### src/rtl/mips_pkg.sv
// Encodings shared by the MIPS state controller and the instruction decoder.
package mips_pkg;

  typedef enum logic [1:0] {
    FETCH = 2'b00,
    EXEC1 = 2'b01,
    EXEC2 = 2'b10,
    HALT  = 2'b11
  } state_t;

  localparam int WAIT_LIMIT_DEF = 1024;

endpackage

### src/rtl/mips_wait_watchdog.sv
// Counts consecutive waitrequest cycles and flags when the bus has been stuck too long.
module mips_wait_watchdog
  import mips_pkg::*;
#(
  parameter int WAIT_LIMIT = WAIT_LIMIT_DEF
) (
  input  logic clk,
  input  logic reset,
  input  logic waitrequest,
  input  logic en,
  output logic expired
);

  localparam int CW = $clog2(WAIT_LIMIT + 1);
  localparam logic [CW-1:0] LAST = CW'(WAIT_LIMIT - 1);

  logic [CW-1:0] wait_cnt;

  always_ff @(posedge clk) begin
    if (!reset) begin
      wait_cnt <= '0;
    end else if (en && waitrequest) begin
      wait_cnt <= wait_cnt + 1'b1;
    end else begin
      wait_cnt <= '0;
    end
  end

  // Fires on the final tolerated stuck cycle so the controller halts at the next edge.
  assign expired = en && waitrequest && (wait_cnt == LAST);

endmodule

### src/rtl/mips_state_controller.sv
// Multi-cycle MIPS sequencer: FETCH/EXEC1/EXEC2/HALT with stalls, mult/div handshake,
// branch delay slot, retired-instruction counter and bus-stall watchdog.
module mips_state_controller
  import mips_pkg::*;
#(
  parameter int WAIT_LIMIT = WAIT_LIMIT_DEF,
  parameter int CNT_W      = 32
) (
  input  logic             clk,
  input  logic             reset,
  input  logic             waitrequest,
  input  logic             extra,
  input  logic             halt,
  input  logic             md_req,
  input  logic             md_done,
  input  logic             branch_taken,
  output logic [1:0]       state,
  output logic             md_start,
  output logic             stall,
  output logic             use_target,
  output logic             active,
  output logic             bus_timeout,
  output logic [CNT_W-1:0] retired
);

  state_t           state_q, state_n;
  logic             md_busy, md_busy_n;
  logic             delay_pending, delay_pending_n;
  logic             bus_timeout_n;
  logic [CNT_W-1:0] retired_n;
  logic             expired;

  mips_wait_watchdog #(.WAIT_LIMIT(WAIT_LIMIT)) u_watchdog (
    .clk         (clk),
    .reset       (reset),
    .waitrequest (waitrequest),
    .en          (state_q != HALT),
    .expired     (expired)
  );

  always_ff @(posedge clk) begin
    if (!reset) begin
      state_q       <= FETCH;
      md_busy       <= 1'b0;
      delay_pending <= 1'b0;
      bus_timeout   <= 1'b0;
      retired       <= '0;
    end else begin
      state_q       <= state_n;
      md_busy       <= md_busy_n;
      delay_pending <= delay_pending_n;
      bus_timeout   <= bus_timeout_n;
      retired       <= retired_n;
    end
  end

  always_comb begin
    state_n         = state_q;
    md_busy_n       = md_busy;
    delay_pending_n = delay_pending;
    bus_timeout_n   = bus_timeout;
    retired_n       = retired;
    md_start        = 1'b0;
    use_target      = 1'b0;
    stall           = 1'b0;

    if (state_q != HALT && waitrequest) begin
      stall = 1'b1;
      if (expired) begin
        state_n       = HALT;
        bus_timeout_n = 1'b1;
      end
    end

    case (state_q)
      FETCH: begin
        if (halt) begin
          state_n = HALT;
        end else if (!waitrequest) begin
          state_n = EXEC1;
        end
      end
      EXEC1: begin
        if (waitrequest) begin
          // stay; watchdog handled above
        end else if (md_req && !md_busy) begin
          md_start  = 1'b1;
          md_busy_n = 1'b1;
        end else if (md_busy && !md_done) begin
          stall = 1'b1;
        end else begin
          md_busy_n = 1'b0;
          // A branch inside the delay slot is not supported and is dropped.
          if (branch_taken && !delay_pending) begin
            delay_pending_n = 1'b1;
          end
          if (extra) begin
            state_n = EXEC2;
          end else begin
            state_n   = FETCH;
            retired_n = retired + 1'b1;
            if (delay_pending) begin
              use_target      = 1'b1;
              delay_pending_n = 1'b0;
            end
          end
        end
      end
      EXEC2: begin
        if (!waitrequest) begin
          state_n   = FETCH;
          retired_n = retired + 1'b1;
          if (delay_pending) begin
            use_target      = 1'b1;
            delay_pending_n = 1'b0;
          end
        end
      end
      HALT: begin
        stall = 1'b1;
      end
    endcase

    // Nothing may escape to the PC or mult/div unit while reset is being sampled.
    if (!reset) begin
      md_start   = 1'b0;
      use_target = 1'b0;
    end
  end

  assign state  = state_q;
  assign active = (state_q != HALT);

endmodule
### config.mk
export PLATFORM = sky130hd
export DESIGN_NAME = mips_state_controller
export DESIGN_NICKNAME = d
export VERILOG_FILES = /design/src/rtl/mips_pkg.sv /design/src/rtl/mips_wait_watchdog.sv /design/src/rtl/mips_state_controller.sv
export SDC_FILE = /design/constraint.sdc
export NUM_CORES = 1
export LEC_CHECK = 0
export ABC_CLOCK_PERIOD_IN_PS = 3250
export CAP_MARGIN = 20
export CORE_ASPECT_RATIO = 1.75
export CORE_UTILIZATION = 45
export DETAILED_ROUTE_END_ITERATION = 8
export GPL_ROUTABILITY_DRIVEN = 0
export GPL_TIMING_DRIVEN = 0
export PLACE_DENSITY = 0.68
export SETUP_SLACK_MARGIN = 0.05
export SYNTH_ARGS = -nofsm -noshare
export SYNTH_HDL_FRONTEND = slang
export SYNTH_SLANG_ARGS = --single-unit
### constraint.sdc
create_clock -name clk -period 3.25 [get_ports clk]
set_clock_uncertainty 0.05 [all_clocks]
set_input_delay 0.8125 -clock clk [delete_from_list [all_inputs] [get_ports clk]]
set_output_delay 0.8125 -clock clk [all_outputs]
set_load 0.05 [all_outputs]
Word-level counts from Yosys, hierarchy flattened
Index checks and enable logic that the tools add are counted.
W data, S select, Z words.

storage, ports and cells
  logic and storage cells = 78
  register bits after elaboration = 48
  input bits = 8
  output and inout bits = 39

cells by class
  reduce and logical (&&, ||, !) cells = 15
  add/sub/neg operators = 2
  eq/ne operators = 11
  bitwise gates (word level) = 1
  mux-type cells = 43

operators with widths
  operator                 number
  $mux W32                 5
  $pmux W32 S2             1
  $add A32 B1 Y32 const B  1
  $mux W1                  24
  $mux W2                  9
  $ne A2 B2 Y1 const B     7
  $add A11 B1 Y11 const B  1
  $eq A11 B10 Y1 const B   1
  $pmux W1 S2              3
  $pmux W2 S3              1
  $reduce_and A6 Y1        1
  $logic_and A1 B1 Y1      5
  $reduce_and A5 Y1        1
  $eq A2 B2 Y1 const B     2
  $reduce_and A2 Y1        2
  $logic_not A1 Y1         3
  $reduce_and A3 Y1        1
  $eq A2 B1 Y1 const B     1
  $logic_not A2 Y1         1
  $reduce_bool A2 Y1       1
  $not A1 Y1               1

Longest topological paths before layout
Gate-level depths: netlist of the first run.

  depth in word-level cells = 9
  gate-level depth with buffers = 8
  mapped depth without buffers = 6

Hierarchy
Synthesis of the first run repeated with hierarchy kept, for this count alone.

unflattened totals
  cell total of the unflattened synthesis = 291
  area, all modules = 2496.1 um2

modules (own cells, without submodules)
  module                 area each (um2)  times used  cells an instance
  mips_state_controller  1998.2           1           237
  mips_wait_watchdog     498.0            1           54

Worst setup path before layout of the first run
Ideal clock, no wire load.

  path kind = input -> output
  from = input port reset
  to = output port use_target
  data required time = 2.388 ns
  data arrival time = 2.918 ns
  slack = -0.531 ns
  stages = 3
  cells stage by stage = clkbuf_1 -> clkinv_1 -> nor4_1

on the way
  word-level cells in the longest chain between the ends = 1

RTL lines
  element             line                          text
  start: declaration  mips_state_controller.sv:10   input logic reset,
  $mux W1             mips_state_controller.sv:125  if (!reset) begin
  end: declaration    mips_state_controller.sv:20   output logic use_target,

No other way between the ends.

Worst setup path in the final report of the first run
  from = input port md_req
  to = output port md_start

on the way
  word-level cells in the longest chain between the ends = 5

RTL lines
  element              line                          text
  start: declaration   mips_state_controller.sv:14   input logic md_req,
  $logic_and A1 B1 Y1  mips_state_controller.sv:86   end else if (md_req && !md_busy) begin
  $mux W1              mips_state_controller.sv:86
  $mux W1              mips_state_controller.sv:84   if (waitrequest) begin
  $mux W1              mips_state_controller.sv:75   case (state_q)
  $mux W1              mips_state_controller.sv:125
  end: declaration     mips_state_controller.sv:18   output logic md_start,

No other way between the ends.

==> impl_metrics.env, run 1 <==
export IMPL_number_of_diodes_added_for_antenna_fixing=0
export IMPL_critical_path_peak_fanout=6
export IMPL_cp_data_required_time_ns=2.39
export IMPL_chipWidth_um=59.4
export IMPL_worst_setup_path_end_kind="output port"
export IMPL_power_frac_seq_pct=41.7
export IMPL_critical_path_class="input port to output port"
export IMPL_cts_repair_resized=10
export IMPL_grt_max_degree=15
export IMPL_buffer_ports_inserted=45
export IMPL_tritoncts_num_buffers=5
export IMPL_finalWorstPathRequiredPeriod_ns=3.13
export IMPL_timing_hold_worst_start="bus_timeout"
export IMPL_power_switching_mw=0.494
export IMPL_hpwlAfterDp_um=4700
export IMPL_synth_largest_area_cell="dfxtp_1"
export IMPL_vias_per_cell=5.70
export IMPL_drt_pass1_iter_count=4
export IMPL_part_of_the_total_power_dissipated_in_the_clock_network_pct=31.7
export IMPL_synth_top_cell_area_share_pct=37.0
export IMPL_max_slew_headroom_pct=63.9
export IMPL_clock_path_buffers=2
export IMPL_synth_avg_cell_area_um2=8.51
export IMPL_synth_yosys_seq_area_share_pct=37.0
export IMPL_total_leakage_power_nw=1.07
export IMPL_post_route_cells_drive_above_1_share_pct=8.10
export IMPL_clock_fmax_mhz=319
export IMPL_place_inst=426
export IMPL_grt_overflow_total=0
export IMPL_yosys_warnings=0
export IMPL_post_cts_repair_setup_buffers=0
export IMPL_critical_path_reg2reg_endpoint="retired[29]"
export IMPL_origin_of_the_critical_flop_to_flop_path="state[1]"
export IMPL_postLayoutCoreUtil_pct=59.2
export IMPL_post_route_drc_count=0
export IMPL_hold_violations=0
export IMPL_timing_final_setup_violations=0
export IMPL_max_slew_worst_pin_slew_ns=0.541
export IMPL_floorplan_rows=36
export IMPL_r2r_worst_path_cells=8
export IMPL_finish_net_count=371
export IMPL_dominantRegCellSynth="dfxtp_1"
export IMPL_switching_share_pct=32.7
export IMPL_yosys_cell_types_count=45
export IMPL_synth_cell_area_um2=2600
export IMPL_stdcell_area_um2=3280
export IMPL_run_status="finished clean"
export IMPL_internal_power_mw=1.02
export IMPL_async_reset_ff_share_pct=0
export IMPL_hold_path_endpoint="bus_timeout"
export IMPL_multiInputGateArea_um2=1520
export IMPL_hp_class="register to register"
export IMPL_grt_use_total_pct=23.2
export IMPL_floorplan_die_height_um=102
export IMPL_global_route_wire_length_before_repair_um=10900
export IMPL_hold_worst_slack_ns=0.411
export IMPL_initial_antenna_violation_count=0
export IMPL_reg2reg_setup_slack_ns=0.88
export IMPL_clock_pin_transition_on_the_worst_setup_and_hold_timing_paths_ns=0.09
export IMPL_root_driver="clkbuf_8"
export IMPL_syn_instance_count=305
export IMPL_finish_cell_count_without_fillers=434
export IMPL_num_fill_cells=549
export IMPL_power_per_cell_area_nw_per_um2=460
export IMPL_coreArea_um2=5540
export IMPL_number_of_sinks_handled_by_clock_tree_synthesis=48
export IMPL_mappedNetlistNets=319
export IMPL_power_share_combinational_pct=26.6
export IMPL_routed_wirelength_um=6400
export IMPL_initial_utilization_pct=46.9
export IMPL_synth_seq_cells=48
export IMPL_timing_setup_tns_ns=0
export IMPL_crit_arrival_ns=2.27
export IMPL_die_area_um2=6090
export IMPL_yosys_top_cells_area="dfxtp_1, mux2i_1, nand2_1, nor4_1, nand2b_1"
export IMPL_grt_pass1_vias=2382
export IMPL_clock_insertion_delay_at_the_later_pin_of_the_skew_report_ns=0.30
export IMPL_areaGrowthSynthToFinish_pct=26.4
export IMPL_antenna_violating_nets_post_route=0
export IMPL_hold_depth=2
export IMPL_htreeDepth=2
export IMPL_ctsHoldBuffers=0
export IMPL_layout_worst_path_cycle_share_pct=96.4
export IMPL_unrepaired_setup_endpoints_after_global_routing="false"
export IMPL_wire_length_per_cell_um=14.8
export IMPL_synth_edf_count=0
export IMPL_critical_path_startpoint_type="input port"
export IMPL_dr_total_vias=2472
export IMPL_clock_tree_from_tritoncts="done"
export IMPL_slew_viol_final=0
export IMPL_layout_area_seq_um2=961
export IMPL_ios=47
export IMPL_drt_initial_drc_count=91
export IMPL_postPlaceCellArea_um2=3160
export IMPL_cap_violations=0
export IMPL_irDropWorstVdd_mv=0.350
-- logic make-up (layout without fill, tap and decap cells) --
family | Yosys count | count (layout) | share of synthesized area [%]
mux | 15 | 15 | 5.78
fa+ha+maj | 6 | 6 | 2.89
flops | 48 | 48 | 37.0
xor+xnor | 9 | 9 | 3.04
simple gates | 147 | 147 | 33.1
buf+inv | 31 | 84 | 5.20
compound gates | 49 | 49 | 13.0
-- cell usage after synthesis, drive strengths merged (7+ instances only) --
cell    count
dfxtp      48
nor2       16
a21oi      18
nand3      14
nand2b     17
xor2        7
inv         9
and4        8
or4        12
nand4      12
o31ai      13
nand2      30
nor4       17
clkbuf      9
mux2i      15
buf        12
-- through the flow --
| stage | total power, mW | setup WS, ns |
|---|---|---|
| 6_report | 1.51 | 0.117 |
| 5_1_grt | 1.58 | 0.0530 |
| 4_1_cts | 1.52 | 0.0503 |
| 3_5_place_dp | 1.04 | -0.554 |
| 3_3_place_gp | 1.04 | -0.547 |
| 2_1_floorplan | 0.928 | 0.321 |
-- area by class of cell --
type	count	area share [%]
clock buffer	7	2.94
tap	76	2.90
multi-input combinational	226	46.2
inverter	10	1.18
timing repair buffer	45	13.6
clock inverter	1	0.915
sequential	48	29.3
buffer	21	3.01
-- layer usage --
metal  vias up  wire length, um  GRT usage, %
li1       1235                -             -
met1      1168             2640          26.0
met2        58             3400          41.3
met3        11              242          4.30
met4         0              124          10.4
met5         -                0             0
-- sequential cells by signal, indices dropped and copies added, names as in the netlist --
signal,flops
bus_timeout,1
state,2
md_busy,1
retired,32
delay_pending,1
u_watchdog.wait_cnt,11
-- cells in the final DEF, fill, tap and decap left out, types with 12 or more instances in the layout --
| cell type | instances |
|---|---|
| nand2_1 | 30 |
| nand3_1 | 13 |
| mux2i_1 | 15 |
| dfxtp_1 | 48 |
| a21oi_1 | 18 |
| clkdlybuf4s50_1 | 42 |
| or4_1 | 12 |
| nor4_1 | 16 |
| nor2_1 | 16 |
| o31ai_1 | 13 |
| nand2b_1 | 16 |
-- power groups by stage --
stage	combinational, mW	clock, mW	sequential, mW
3_3_place_gp	0.397	0	0.643
6_report	0.401	0.479	0.630
5_1_grt	0.434	0.512	0.634
2_1_floorplan	0.240	0	0.688
3_5_place_dp	0.400	0	0.644
4_1_cts	0.402	0.484	0.630
-- how the worst max path moves through the flow --
stage / startpoint / endpoint / slack [ns]
6_report: md_req / md_start / 0.12
5_1_grt: md_done / use_target / 0.05
4_1_cts: md_done / use_target / 0.05
3_3_place_gp: reset / use_target / -0.55
2_1_floorplan: reset / use_target / 0.32
3_5_place_dp: reset / use_target / -0.55
-- worst max-delay path, stage by stage --
cell and delay (ns):
clkdlybuf4s50_1 0.47, nor2b_1 0.35, and3_1 0.25, clkdlybuf4s15_2 0.38
(Power assumes the default switching activity.)
==> run 2: changes to the inputs <==
- MAX_ROUTING_LAYER: unset -> met4
==> run 2 against run 1 <==
Compared with the run above:
- combinational power barely moved
- hold slack barely moved
- register-to-register slack barely moved
- critical endpoint unchanged
- largest power group unchanged
==> impl_metrics.env, run 2 (synthesis results as in run 1) <==
export IMPL_initial_utilization_pct=46.9
export IMPL_final_common_cell="dfxtp_1"
export IMPL_grt_pass1_vias=2386
export IMPL_layout_area_seq_um2=961
export IMPL_grt_util_met1_pct=26.3
export IMPL_tritoncts_num_buffers=5
export IMPL_critical_path_reg2reg_endpoint="retired[29]"
export IMPL_areaGrowthSynthToFinish_pct=26.4
export IMPL_finish_net_count=371
export IMPL_hp_class="register to register"
export IMPL_max_slew_headroom_pct=63.4
export IMPL_coreArea_um2=5540
export IMPL_vias_per_cell=5.66
export IMPL_clock_tree_from_tritoncts="done"
export IMPL_unrepaired_setup_endpoints_after_global_routing="false"
export IMPL_drt_pass1_iter_count=4
export IMPL_grt_use_total_pct=23.9
export IMPL_clock_insertion_delay_at_the_later_pin_of_the_skew_report_ns=0.30
export IMPL_finalWorstPathRequiredPeriod_ns=3.12
export IMPL_die_area_um2=6090
export IMPL_routed_wirelength_um=6390
export IMPL_chipWidth_um=59.4
export IMPL_cpPeakStageDelay_ns=0.47
export IMPL_worst_setup_path_end_kind="output port"
export IMPL_post_route_drc_count=0
export IMPL_cells_along_the_critical_path="clkdlybuf4s50_1, nor2b_1, and3_1, clkdlybuf4s15_2"
export IMPL_post_route_cells_drive_above_1_share_pct=8.10
export IMPL_hpwlAfterDp_um=4700
export IMPL_initial_antenna_violation_count=0
export IMPL_number_of_diodes_added_for_antenna_fixing=0
export IMPL_wire_length_per_cell_um=14.7
export IMPL_power_per_cell_area_nw_per_um2=459
export IMPL_slew_viol_final=0
export IMPL_total_power_mw=1.51
export IMPL_hold_violations=0
export IMPL_root_driver="clkbuf_8"
export IMPL_largest_reg_flops=32
export IMPL_highest_count_cells_in_the_layout_ignoring_fill_and_taps="dfxtp_1, clkdlybuf4s50_1, nand2_1"
export IMPL_gr_usage_met3_pct=3.67
export IMPL_cp_data_required_time_ns=2.39
export IMPL_max_slew_worst_pin_slew_ns=0.549
export IMPL_global_route_met2_utilization_pct=41.3
export IMPL_clock_fmax_mhz=320
export IMPL_r2r_worst_path_cells=8
export IMPL_crit_arrival_ns=2.26
export IMPL_number_of_sinks_handled_by_clock_tree_synthesis=48
export IMPL_ios=47
export IMPL_critical_path_class="input port to output port"
export IMPL_num_fill_cells=549
export IMPL_endpoint="md_start"
export IMPL_finish_cell_count_without_fillers=434
export IMPL_origin_of_the_critical_flop_to_flop_path="state[1]"
export IMPL_antenna_violating_nets_post_route=0
export IMPL_layout_worst_path_cycle_share_pct=96.1
export IMPL_multiInputGateArea_um2=1520
export IMPL_reg2reg_setup_slack_ns=0.88
export IMPL_grt_max_degree=15
export IMPL_clock_path_buffers=2
export IMPL_regMostFlops="retired"
export IMPL_post_cts_repair_setup_buffers=0
export IMPL_drt_initial_drc_count=92
export IMPL_grt_overflow_total=0
export IMPL_cap_violations=0
export IMPL_total_leakage_power_nw=1.07
export IMPL_clock_pin_transition_on_the_worst_setup_and_hold_timing_paths_ns=0.09
export IMPL_timing_final_setup_violations=0
export IMPL_critical_path_startpoint_type="input port"
export IMPL_critical_path_peak_fanout=6
export IMPL_startpoint="md_req"
export IMPL_buffer_ports_inserted=45
export IMPL_floorplan_rows=36
export IMPL_place_inst=426
export IMPL_htreeDepth=2
export IMPL_irDropWorstVdd_mv=0.349
export IMPL_dr_total_vias=2457
export IMPL_run_status="finished clean"
export IMPL_critical_path_slowest_cell="clkdlybuf4s50_1"
export IMPL_global_route_wire_length_before_repair_um=10900
export IMPL_floorplan_die_height_um=102
export IMPL_grt_most_used_layer="met2"
## run 2: cell counts in the layout (fill, tap and decap cells not counted)
Identical to the previous run, type by type.
## run 2: how the worst min path moves through the flow
stage | startpoint | to | slack, ns | cells past startpoint
finish | bus_timeout | bus_timeout | 0.41 | 2
global route | bus_timeout | bus_timeout | 0.44 | 2
CTS | bus_timeout | bus_timeout | 0.42 | 2
detailed placement | u_watchdog.wait_cnt[0] | u_watchdog.wait_cnt[0] | 0.40 | 1
global placement | bus_timeout | bus_timeout | 0.40 | 2
floorplan | u_watchdog.wait_cnt[0] | u_watchdog.wait_cnt[0] | 0.38 | 1
## run 2: where the power goes
part	internal, mW	switching [mW]	total, mW
Combinational	0.136	0.265	0.400
Clock	0.272	0.204	0.476
Sequential	0.609	0.0210	0.630
Total	1.02	0.490	1.51
## run 2: metrics by stage
step	setup TNS, ns	util (%)	area [um2]	hold WS (ns)	worst slack [ns]
finish	0	59.2	3280	0.411	0.126
global route	0	59.2	3280	0.435	0.0530
CTS	0	59.3	3290	0.418	0.0503
detailed placement	-0.978	57.0	3160	0.401	-0.554
global placement	-0.977	57.0	3160	0.400	-0.547
floorplan	0	-	2610	0.376	0.321
## run 2: cell type report
| class | instances | share of cell area, % |
|---|---|---|
| Multi-Input combinational cell | 226 | 46.2 |
| Inverter | 10 | 1.18 |
| Sequential cell | 48 | 29.3 |
| Buffer | 21 | 3.01 |
| Timing Repair Buffer | 45 | 13.6 |
| Clock inverter | 1 | 0.915 |
| Tap cell | 76 | 2.90 |
| Clock buffer | 7 | 2.94 |
## run 2: what timing repair did
action | 4_1_cts | 5_1_grt
hold buffers | 0 | 0
setup endpoints to repair | 3 | 1
resized for setup | 10 | 1
## run 2: layer usage
layer	wire (um)	share of wire [%]
met1	2620	41
met4	130	2.0
met5	0	0
met3	223	3.5
met2	3420	53
## run 2: worst max-delay path, delay by kind of cell
kind	cells	cell delay (ns)
and+or+nand+nor	2	0.60
buffers and inverters	2	0.85
==> run 3: changes to the inputs <==
- ABC_CLOCK_PERIOD_IN_PS: 3250 -> 3720
- CELL_PAD_IN_SITES_DETAIL_PLACEMENT: unset -> 1
- CELL_PAD_IN_SITES_GLOBAL_PLACEMENT: unset -> 2
- CORE_UTILIZATION: 45 -> 33
- GPL_ROUTABILITY_DRIVEN: 0 -> unset
- PLACE_DENSITY: 0.68 -> 0.82
- clock period: 3.25 -> 3.72 ns (I/O delays scaled with it)
==> run 3 against run 2 <==
Compared with the run above:
- wire length up 17%
- register-to-register slack improved by 0.48 ns
- utilization is 15 points lower
- combinational power down 11%
- setup slack gained 0.052 ns
- die area rose by 35%
- first-iteration DRC count decreased by 22%
- sequential share of layout area decreased by 0.55 points
- critical path type unchanged
- largest power group is now the clock network
==> impl_metrics.env, run 3 (synthesis results as in run 1) <==
export IMPL_regMostFlops="retired"
export IMPL_unrepaired_setup_endpoints_after_global_routing="false"
export IMPL_htreeDepth=2
export IMPL_max_slew_headroom_pct=65.9
export IMPL_critical_path_peak_fanout=8
export IMPL_worst_setup_path_end_kind="output port"
export IMPL_routed_wirelength_um=7500
export IMPL_chipWidth_um=69.1
export IMPL_number_of_diodes_added_for_antenna_fixing=0
export IMPL_clock_pin_transition_on_the_worst_setup_and_hold_timing_paths_ns=0.07
export IMPL_post_route_drc_count=0
export IMPL_finish_net_count=371
export IMPL_clock_path_buffers=2
export IMPL_hpwlAfterDp_um=5720
export IMPL_clock_insertion_delay_at_the_later_pin_of_the_skew_report_ns=0.30
export IMPL_crit_arrival_ns=2.56
export IMPL_slew_viol_final=0
export IMPL_irDropWorstVdd_mv=0.304
export IMPL_hold_violations=0
export IMPL_areaGrowthSynthToFinish_pct=28.8
export IMPL_clock_tree_from_tritoncts="done"
export IMPL_total_power_mw=1.47
export IMPL_critical_path_class="input port to output port"
export IMPL_largest_reg_flops=32
export IMPL_floorplan_die_height_um=119
export IMPL_max_slew_worst_pin_slew_ns=0.510
export IMPL_drt_pass1_iter_count=4
export IMPL_floorplan_rows=42
export IMPL_number_of_sinks_handled_by_clock_tree_synthesis=48
export IMPL_grt_overflow_total=0
export IMPL_finish_cell_count_without_fillers=446
export IMPL_initial_antenna_violation_count=0
export IMPL_drt_initial_drc_count=72
export IMPL_post_route_cells_drive_above_1_share_pct=8.10
export IMPL_place_gp_congestion=0.817
export IMPL_die_area_um2=8240
export IMPL_grt_max_degree=15
export IMPL_timing_setup_tns_ns=0
export IMPL_total_leakage_power_nw=1.10
export IMPL_timing_final_setup_violations=0
export IMPL_postLayoutCoreUtil_pct=44.2
export IMPL_layout_worst_path_cycle_share_pct=95.2
export IMPL_cap_violations=0
export IMPL_critical_path_startpoint_type="input port"
export IMPL_initial_utilization_pct=34.3
export IMPL_run_status="finished clean"
export IMPL_root_driver="clkbuf_16"
export IMPL_buffer_ports_inserted=45
export IMPL_power_per_cell_area_nw_per_um2=439
export IMPL_tritoncts_num_buffers=5
export IMPL_grt_use_total_pct=20.3
export IMPL_hold_worst_slack_ns=0.423
export IMPL_finalWorstPathRequiredPeriod_ns=3.54
export IMPL_layout_area_seq_um2=961
export IMPL_global_route_wire_length_before_repair_um=13100
export IMPL_place_inst=438
export IMPL_highest_count_cells_in_the_layout_ignoring_fill_and_taps="dfxtp_1, clkdlybuf4s50_1, nand2_1"
export IMPL_post_cts_repair_setup_buffers=0
export IMPL_grt_pass1_vias=2621
export IMPL_final_common_cell="dfxtp_1"
export IMPL_vias_per_cell=5.57
export IMPL_ios=47
export IMPL_cp_data_required_time_ns=2.74
export IMPL_clock_fmax_mhz=282
export IMPL_num_fill_cells=919
export IMPL_coreArea_um2=7570
export IMPL_antenna_violating_nets_post_route=0
export IMPL_wire_length_per_cell_um=16.8
export IMPL_dr_total_vias=2484
export IMPL_multiInputGateArea_um2=1510
export IMPL_hp_class="register to register"
## run 3: changes by cell type in the layout (fill, tap and decap cells not counted)
cell,change
clkbuf_16,+5
clkbuf_8,-5
clkbuf_2,+2
buf_2,-1
clkbuf_1,-1
clkdlybuf4s15_2,-1
clkdlybuf4s50_1,+1
nor4_2,+1
nor4_4,-1
## run 3: repair_timing
| action | CTS | global route |
|---|---|---|
| gates resized for setup | 4 | 5 |
| setup endpoints to repair | 2 | 1 |
| hold endpoints to repair | 0 | 0 |
| hold buffers | 0 | 0 |
## run 3: where the power goes
group / internal, mW / total [mW] / switching (mW)
clock network: 0.354 / 0.559 / 0.204
registers: 0.532 / 0.552 / 0.0197
logic: 0.120 / 0.356 / 0.236
## run 3: final timing paths
path / from / cells past startpoint / to / slack, ns
max reg2reg: state[1] / 8 / retired[30] / 1.36
max: waitrequest / 4 / stall / 0.18
min: u_watchdog.wait_cnt[0] / 1 / u_watchdog.wait_cnt[0] / 0.42
min reg2reg: u_watchdog.wait_cnt[0] / 1 / u_watchdog.wait_cnt[0] / 0.42
## run 3: metrics by stage
stage	setup WS, ns	cell area (um2)
after detailed placement	-0.360	3160
final	0.179	3340
after global routing	0.0851	3340
after floorplan	0.271	2600
after CTS	0.110	3350
after global placement	-0.304	3160
## run 3: area by class of cell
class                      instances  area share [%]
sequential                        48            28.7
tap                               88            3.29
clock buffer                       7            4.57
buffer                            21            2.99
timing repair buffer              45            13.3
multi-input combinational        226            45.1
inverter                          10            1.16
clock inverter                     1           0.898
## run 3: worst max-delay path, stage by stage
cell	delay, ns
clkdlybuf4s50_1	0.64
nor2_1	0.12
nand2_1	0.07
clkdlybuf4s50_1	0.79
## run 3: per-layer routing
metal  vias up  part of all wire, %  routed length [um]  track usage, %
met2        28                   56                4180            37.3
li1       1221                    -                   -               -
met5         -                    0                   0               -
met1      1228                   41                3090            21.9
met3         7                  1.9                 142            3.05
met4         0                  1.3                  98            6.51
